--- config.mk ---
export PLATFORM = sky130hd
export DESIGN_NAME = serial_subtractor
export DESIGN_NICKNAME = d
export VERILOG_FILES = /design/src/rtl/sersub_pkg.sv /design/src/rtl/full_subtractor.sv /design/src/rtl/serial_subtractor.sv
export SDC_FILE = /design/constraint.sdc
export NUM_CORES = 1
export LEC_CHECK = 0
export CORE_ASPECT_RATIO = 0.6
export CORE_UTILIZATION = 58
export CTS_BUF_LIST = sky130_fd_sc_hd__clkbuf_4
export CTS_CLUSTER_DIAMETER = 100
export CTS_CLUSTER_SIZE = 28
export DETAILED_ROUTE_END_ITERATION = 6
export PLACE_DENSITY_LB_ADDON = 0.12
export SKIP_LAST_GASP = 1
export SLEW_MARGIN = 20
export SYNTH_ARGS = -nofsm -noshare
export SYNTH_HDL_FRONTEND = slang
export SYNTH_SLANG_ARGS = --single-unit
--- constraint.sdc ---
create_clock -name clk -period 3.4 [get_ports clk]
set_input_delay 0.51 -clock clk [delete_from_list [all_inputs] [get_ports clk]]
set_output_delay 0.51 -clock clk [all_outputs]
set_load 0.01 [all_outputs]
--- src/rtl/sersub_pkg.sv ---
// Shared types for the bit-serial subtractor.
package sersub_pkg;

  typedef enum logic [1:0] {IDLE, SHIFT, DONE} sersub_state_t;

endpackage

--- src/rtl/full_subtractor.sv ---
// 1-bit full subtractor cell: diff = a - b - bin, borrow out when the result goes negative.
module full_subtractor (
  input  logic a,
  input  logic b,
  input  logic bin,
  output logic diff,
  output logic borrow
);

  assign diff   = a ^ b ^ bin;
  assign borrow = (~a & b) | (~(a ^ b) & bin);

endmodule

--- src/rtl/serial_subtractor.sv ---
// Bit-serial WIDTH-bit subtractor (diff = a - b), LSB first, one bit per clock.
// Defining SERSUB_OVERFLOW_EN adds a two's-complement overflow output.
module serial_subtractor
  import sersub_pkg::*;
#(
  parameter int WIDTH = 8
) (
  input  logic             clk,
  input  logic             rst_n,
  input  logic             start,
  input  logic [WIDTH-1:0] a,
  input  logic [WIDTH-1:0] b,
  output logic             busy,
  output logic             done,
  output logic [WIDTH-1:0] diff,
`ifdef SERSUB_OVERFLOW_EN
  output logic             overflow,
`endif
  output logic             borrow_out
);

  localparam int CNT_W = $clog2(WIDTH) + 1;

  sersub_state_t    state_q, state_d;
  logic [WIDTH-1:0] aSr_q, aSr_d;
  logic [WIDTH-1:0] bSr_q, bSr_d;
  logic [WIDTH-2:0] res_q, res_d;
  logic             brw_q, brw_d;
  logic [CNT_W-1:0] cnt_q, cnt_d;
  logic [WIDTH-1:0] diff_q, diff_d;
  logic             borrow_q, borrow_d;
  logic             cellDiff, cellBorrow;
  logic [WIDTH-1:0] resNext;

  full_subtractor u_cell (
    .a      (aSr_q[0]),
    .b      (bSr_q[0]),
    .bin    (brw_q),
    .diff   (cellDiff),
    .borrow (cellBorrow)
  );

  // The newest cell bit enters at the MSB; on the last step it completes the result.
  assign resNext = {cellDiff, res_q};

`ifdef SERSUB_OVERFLOW_EN
  logic aMsb_q, aMsb_d;
  logic bMsb_q, bMsb_d;
  logic ovf_q, ovf_d;
`endif

  always_comb begin
    state_d  = state_q;
    aSr_d    = aSr_q;
    bSr_d    = bSr_q;
    res_d    = res_q;
    brw_d    = brw_q;
    cnt_d    = cnt_q;
    diff_d   = diff_q;
    borrow_d = borrow_q;
`ifdef SERSUB_OVERFLOW_EN
    aMsb_d   = aMsb_q;
    bMsb_d   = bMsb_q;
    ovf_d    = ovf_q;
`endif
    case (state_q)
      IDLE: begin
        if (start) begin
          aSr_d   = a;
          bSr_d   = b;
          brw_d   = 1'b0;
          cnt_d   = '0;
          state_d = SHIFT;
`ifdef SERSUB_OVERFLOW_EN
          aMsb_d  = a[WIDTH-1];
          bMsb_d  = b[WIDTH-1];
`endif
        end
      end
      SHIFT: begin
        res_d = resNext[WIDTH-1:1];
        aSr_d = aSr_q >> 1;
        bSr_d = bSr_q >> 1;
        brw_d = cellBorrow;
        cnt_d = cnt_q + CNT_W'(1);
        if (cnt_q == CNT_W'(WIDTH - 1)) begin
          state_d  = DONE;
          diff_d   = resNext;
          borrow_d = cellBorrow;
`ifdef SERSUB_OVERFLOW_EN
          ovf_d    = (aMsb_q != bMsb_q) && (cellDiff != aMsb_q);
`endif
        end
      end
      DONE:    state_d = IDLE;
      default: state_d = IDLE;
    endcase
  end

  always_ff @(posedge clk) begin
    if (!rst_n) begin
      state_q  <= IDLE;
      aSr_q    <= '0;
      bSr_q    <= '0;
      res_q    <= '0;
      brw_q    <= 1'b0;
      cnt_q    <= '0;
      diff_q   <= '0;
      borrow_q <= 1'b0;
`ifdef SERSUB_OVERFLOW_EN
      aMsb_q   <= 1'b0;
      bMsb_q   <= 1'b0;
      ovf_q    <= 1'b0;
`endif
    end else begin
      state_q  <= state_d;
      aSr_q    <= aSr_d;
      bSr_q    <= bSr_d;
      res_q    <= res_d;
      brw_q    <= brw_d;
      cnt_q    <= cnt_d;
      diff_q   <= diff_d;
      borrow_q <= borrow_d;
`ifdef SERSUB_OVERFLOW_EN
      aMsb_q   <= aMsb_d;
      bMsb_q   <= bMsb_d;
      ovf_q    <= ovf_d;
`endif
    end
  end

  assign busy       = (state_q == SHIFT);
  assign done       = (state_q == DONE);
  assign diff       = diff_q;
  assign borrow_out = borrow_q;
`ifdef SERSUB_OVERFLOW_EN
  assign overflow   = ovf_q;
`endif

endmodule

* Word-level counts from Yosys, hierarchy flattened *
Cells that the tools add are included.

word-level totals
  register bits = 39
  input bits = 19

cells by class
  $add $sub $neg = 1
  equality and inequality tests = 5
  mux-type cells = 11
  bitwise gates (word level) = 7
  reduce and logical (&&, ||, !) cells = 5

operators by type and width
  operator               count
  $pmux W8 S2            2
  $mux W8                2
  $pmux W4 S2            1
  $reduce_and A2 Y1      3
  $add A4 B1 Y4 const B  1
  $eq A4 B3 Y1 const B   1
  $mux W2                2
  $mux W4                1
  $pmux W2 S2            1
  $and A1 B1 Y1          2
  $eq A2 B1 Y1 const B   1
  $eq A2 B2 Y1 const B   1
  $logic_not A2 Y1       1
  $ne A2 B1 Y1 const B   1
  $ne A2 B2 Y1 const B   1
  $not A1 Y1             2
  $pmux W1 S2            1
  $reduce_bool A2 Y1     1
  $xor A1 B1 Y1          2
  $mux W1                1
  $or A1 B1 Y1           1

* Longest topological paths before layout *
  depth after elaboration = 5
  mapped depth = 7
  mapped depth without buffers = 4

* Cells and area by module *
From an unflattened synthesis, not the netlist that was laid out.

unflattened totals
  cell total of the unflattened synthesis = 198
  area, all modules = 1,715.4 um2

modules (own cells, without submodules)
  module             instances  cells each  area an instance (um2)
  serial_subtractor  1          194         1,684.1
  full_subtractor    1          4           31.3

* Worst setup path before layout *
Ideal clock, no wire load.

  path type = register to output
  start point = register state_q[1]
  end point = output port done
  data arrival time = 1,002 ps
  path slack = 1,888 ps
  cell stages (with the launch flop) = 4
  path buffers = 2
  cell sequence = dfxtp_1 -> buf_2 -> buf_1 -> nor2b_1

between the ends
  cells in the longest elaborated chain, start to end = 1

ends and longest elaborated chain
  what                    line                      text
  start, declared         serial_subtractor.sv:24   sersub_state_t state_q, state_d;
  start signal, assigned  serial_subtractor.sv:116  state_q <= state_d;
  $eq A2 B2 Y1            serial_subtractor.sv:133  assign done = (state_q == DONE);
  end, declared           serial_subtractor.sv:14   output logic done,

No other way between the ends.

* Final worst setup path *
  start point = register state_q[1]
  end point = output port busy

between the ends
  cells in the longest elaborated chain, start to end = 1

ends and longest elaborated chain
  what           line                      text
  $eq A2 B1 Y1   serial_subtractor.sv:132  assign busy = (state_q == SHIFT);
  end, declared  serial_subtractor.sv:13   output logic busy,

No other way between the ends.

==> flow_metrics.tcl <==
set metrics [dict create \
    outcome "finished clean" \
    synth_top_area_share_pct 45.28 \
    finalSetupViolCount 0 \
    finalHoldViolCount 0 \
    tightest_slew_ns 0.6087 \
    first_iter_violations 69 \
    cp.required_ns 2.89 \
    syn_inst 194 \
    syn2layout_area_growth_pct 19.01 \
    vias 1403 \
    drtPass1Iterations 4 \
    hp-class "reg -> reg" \
    numCtsBuffers 5 \
    overflow 0 \
    wl_per_cell_um 13.79 \
    port_buffers 29 \
    die_w_um 72.39 \
    cp_max_fo 20 \
    skew_ns 0.009915 \
    yosys_warnings 0 \
    synth_edf_count 0 \
    final.setup.tns_ns 0 \
    synth_seq_area_share_pct 45.28 \
    ys_ff_latch 39 \
    grt_pass1_wl_um 6037 \
    clock_latency_ns 0.34 \
    dieArea_um2 3202 \
    drive_gt1_share_pct 13.76 \
    seq_power_share_pct 58.1 \
    power_density_nw_per_um2 411.9 \
    drv_cap 0 \
    switchingPower_mw 0.2125 \
    initial_core_util_pct 64.76 \
    min_period_ns 2.336 \
    post_cts_buffers 0 \
    p_comb_share_pct 13.5 \
    critPathKind "reg -> out" \
    synth_area_um2 1724 \
    die_y_um 44.23 \
    post-synth-top-count-cell "dfxtp_1" \
    synth_cell_type_count 31 \
    synth_area_leaders "dfxtp_1 (45%), o221a_2 (8.5%), nand2_1 (7.4%)" \
    avgSynthCellArea_um2 8.887 \
    ios 30 \
    drv_slew 0 \
    power.leakage_nw 0.7516 \
    cts.repair.resized 0 \
    cp.arrival_ns 1.83 \
    vdd_ir_drop_max_mv 0.2628 \
    insertedDiodeCount 0 \
    fp.coreArea_um2 2663 \
    drc 0 \
    gp_congestion 0.7193 \
    dp_hpwl_um 2486 \
    row_count 14 \
    first_global_vias 1321 \
    root_buffer "clkbuf_4" \
    rsz0062_at_grt "false" \
    antenna_found_initial 0 \
    cp-end-kind "output port" \
    final_antenna_net_count 0 \
    path_clk_slew_ns 0.11 \
    syn_nets 215 \
    via_per_inst 5.438 \
    cp-start-kind "flop" \
    synth_top_flop_cell "dfxtp_1" \
    async_reset_ff_share_pct 0 \
    dpl_cell_area_um2 1994 \
    timing.hold.ws_ns 0.4680 \
    utilization_pct 77.07 \
    cts_sinks 39 \
    ctsHoldBuffers 0 \
    internal_power_mw 0.6326 \
    max_slew_margin_pct 59.29 \
    fin_crit_sh_pct 68.72 \
    grt_max_degree 37 \
    design_area_um2 2052 \
    cts_max_path_buffers 2 \
    cts_tree "done" \
    synth_top_cells_by_count "dfxtp_1 (39), nand2_1 (34), a21oi_1 (23)" \
    clkPwrFrac_pct 28.4 \
    routed_wl_um 3559 \
    fin_nets 238 \
    max_freq_mhz 428.0 \
    cts.htree.levels 2 \
    synth_area_leader_cell "dfxtp_1" \
    grt.total_usage_pct 25.81 \
    p_sw_share_pct 25.15 \
]
registers in the layout, indices dropped and copies added (netlist names):
name	count
aSr_q	8
bSr_q	8
borrow_out	1
brw_q	1
cnt_q	4
diff	8
res_q	7
state_q	2
per-layer routing:
| metal | vias up | share of wire (%) | track usage (%) |
|---|---|---|---|
| met5 | - | 0 | 0 |
| met4 | 0 | 1.5 | 11.37 |
| met3 | 7 | 4.7 | 6.378 |
| met2 | 34 | 45 | 42.43 |
| met1 | 646 | 49 | 32.99 |
| li1 | 716 | - | - |
path summary, 6_finish.rpt:
check                          start               endpoint  slack (ns)  cells after the start
max          state_q[1]$_SDFFE_PN0P_                   busy        1.06                      4
min             diff[6]$_SDFFE_PN0P_   diff[6]$_SDFFE_PN0P_        0.47                      2
max reg2reg  state_q[0]$_SDFFE_PN0P_  aSr_q[4]$_SDFFE_PN0P_        1.73                      4
min reg2reg     diff[6]$_SDFFE_PN0P_   diff[6]$_SDFFE_PN0P_        0.47                      2
cell usage in the layout (no fill, tap or decap), types with 2 or more instances in the layout:
cell,netlist,routed
nand2_1,34,34
a21oi_1,23,23
nor2b_1,15,15
buf_4,0,3
a22oi_1,3,3
inv_1,3,3
o221a_2,13,13
mux2i_1,8,8
a211oi_1,2,2
dfxtp_1,39,39
clkbuf_4,0,7
nand3_1,2,2
nor2_1,20,20
clkdlybuf4s50_1,0,29
final cells by class:
class                   instances  area (um^2)
multi-input cells             135        835.8
flip-flops and latches         39        780.7
fillers                       202        610.6
repair buffers                 32        312.8
clock buffers                   7        52.55
well taps                      40        50.05
inverters                       4        15.01
clock inverters                 1        5.005
power by group through the flow:
stage,combinational (mW),clock (mW),sequential (mW)
6_report,0.114,0.240,0.491
3_3_place_gp,0.109,0,0.500
4_1_cts,0.114,0.246,0.491
3_5_place_dp,0.113,0,0.501
5_1_grt,0.127,0.263,0.494
2_1_floorplan,0.0824,0,0.497
critical path: stages, from the launching register on:
cell             delay (ns)
dfxtp_1                0.31
buf_4                  0.19
nand2b_4               0.21
inv_2                  0.20
clkdlybuf4s50_1        0.57
cell families after synthesis:
logic type	after synthesis	synth area share [%]
compound gates	47	20.83
fa+ha+maj	2	1.887
buf+inv	20	6.240
flops	39	45.28
mux	8	4.645
simple gates	78	21.12
metrics by stage:
step / std cells / total power, mW / setup WS (ns)
finish: 258 / 0.8452 / 1.064
global route: 258 / 0.8846 / 0.9829
CTS: 258 / 0.8512 / 1.061
detailed placement: 250 / 0.6143 / 1.107
global placement: 250 / 0.6089 / 1.164
floorplan: 194 / 0.5791 / 1.888
No activity file was read; power rests on OpenSTA's default activity.
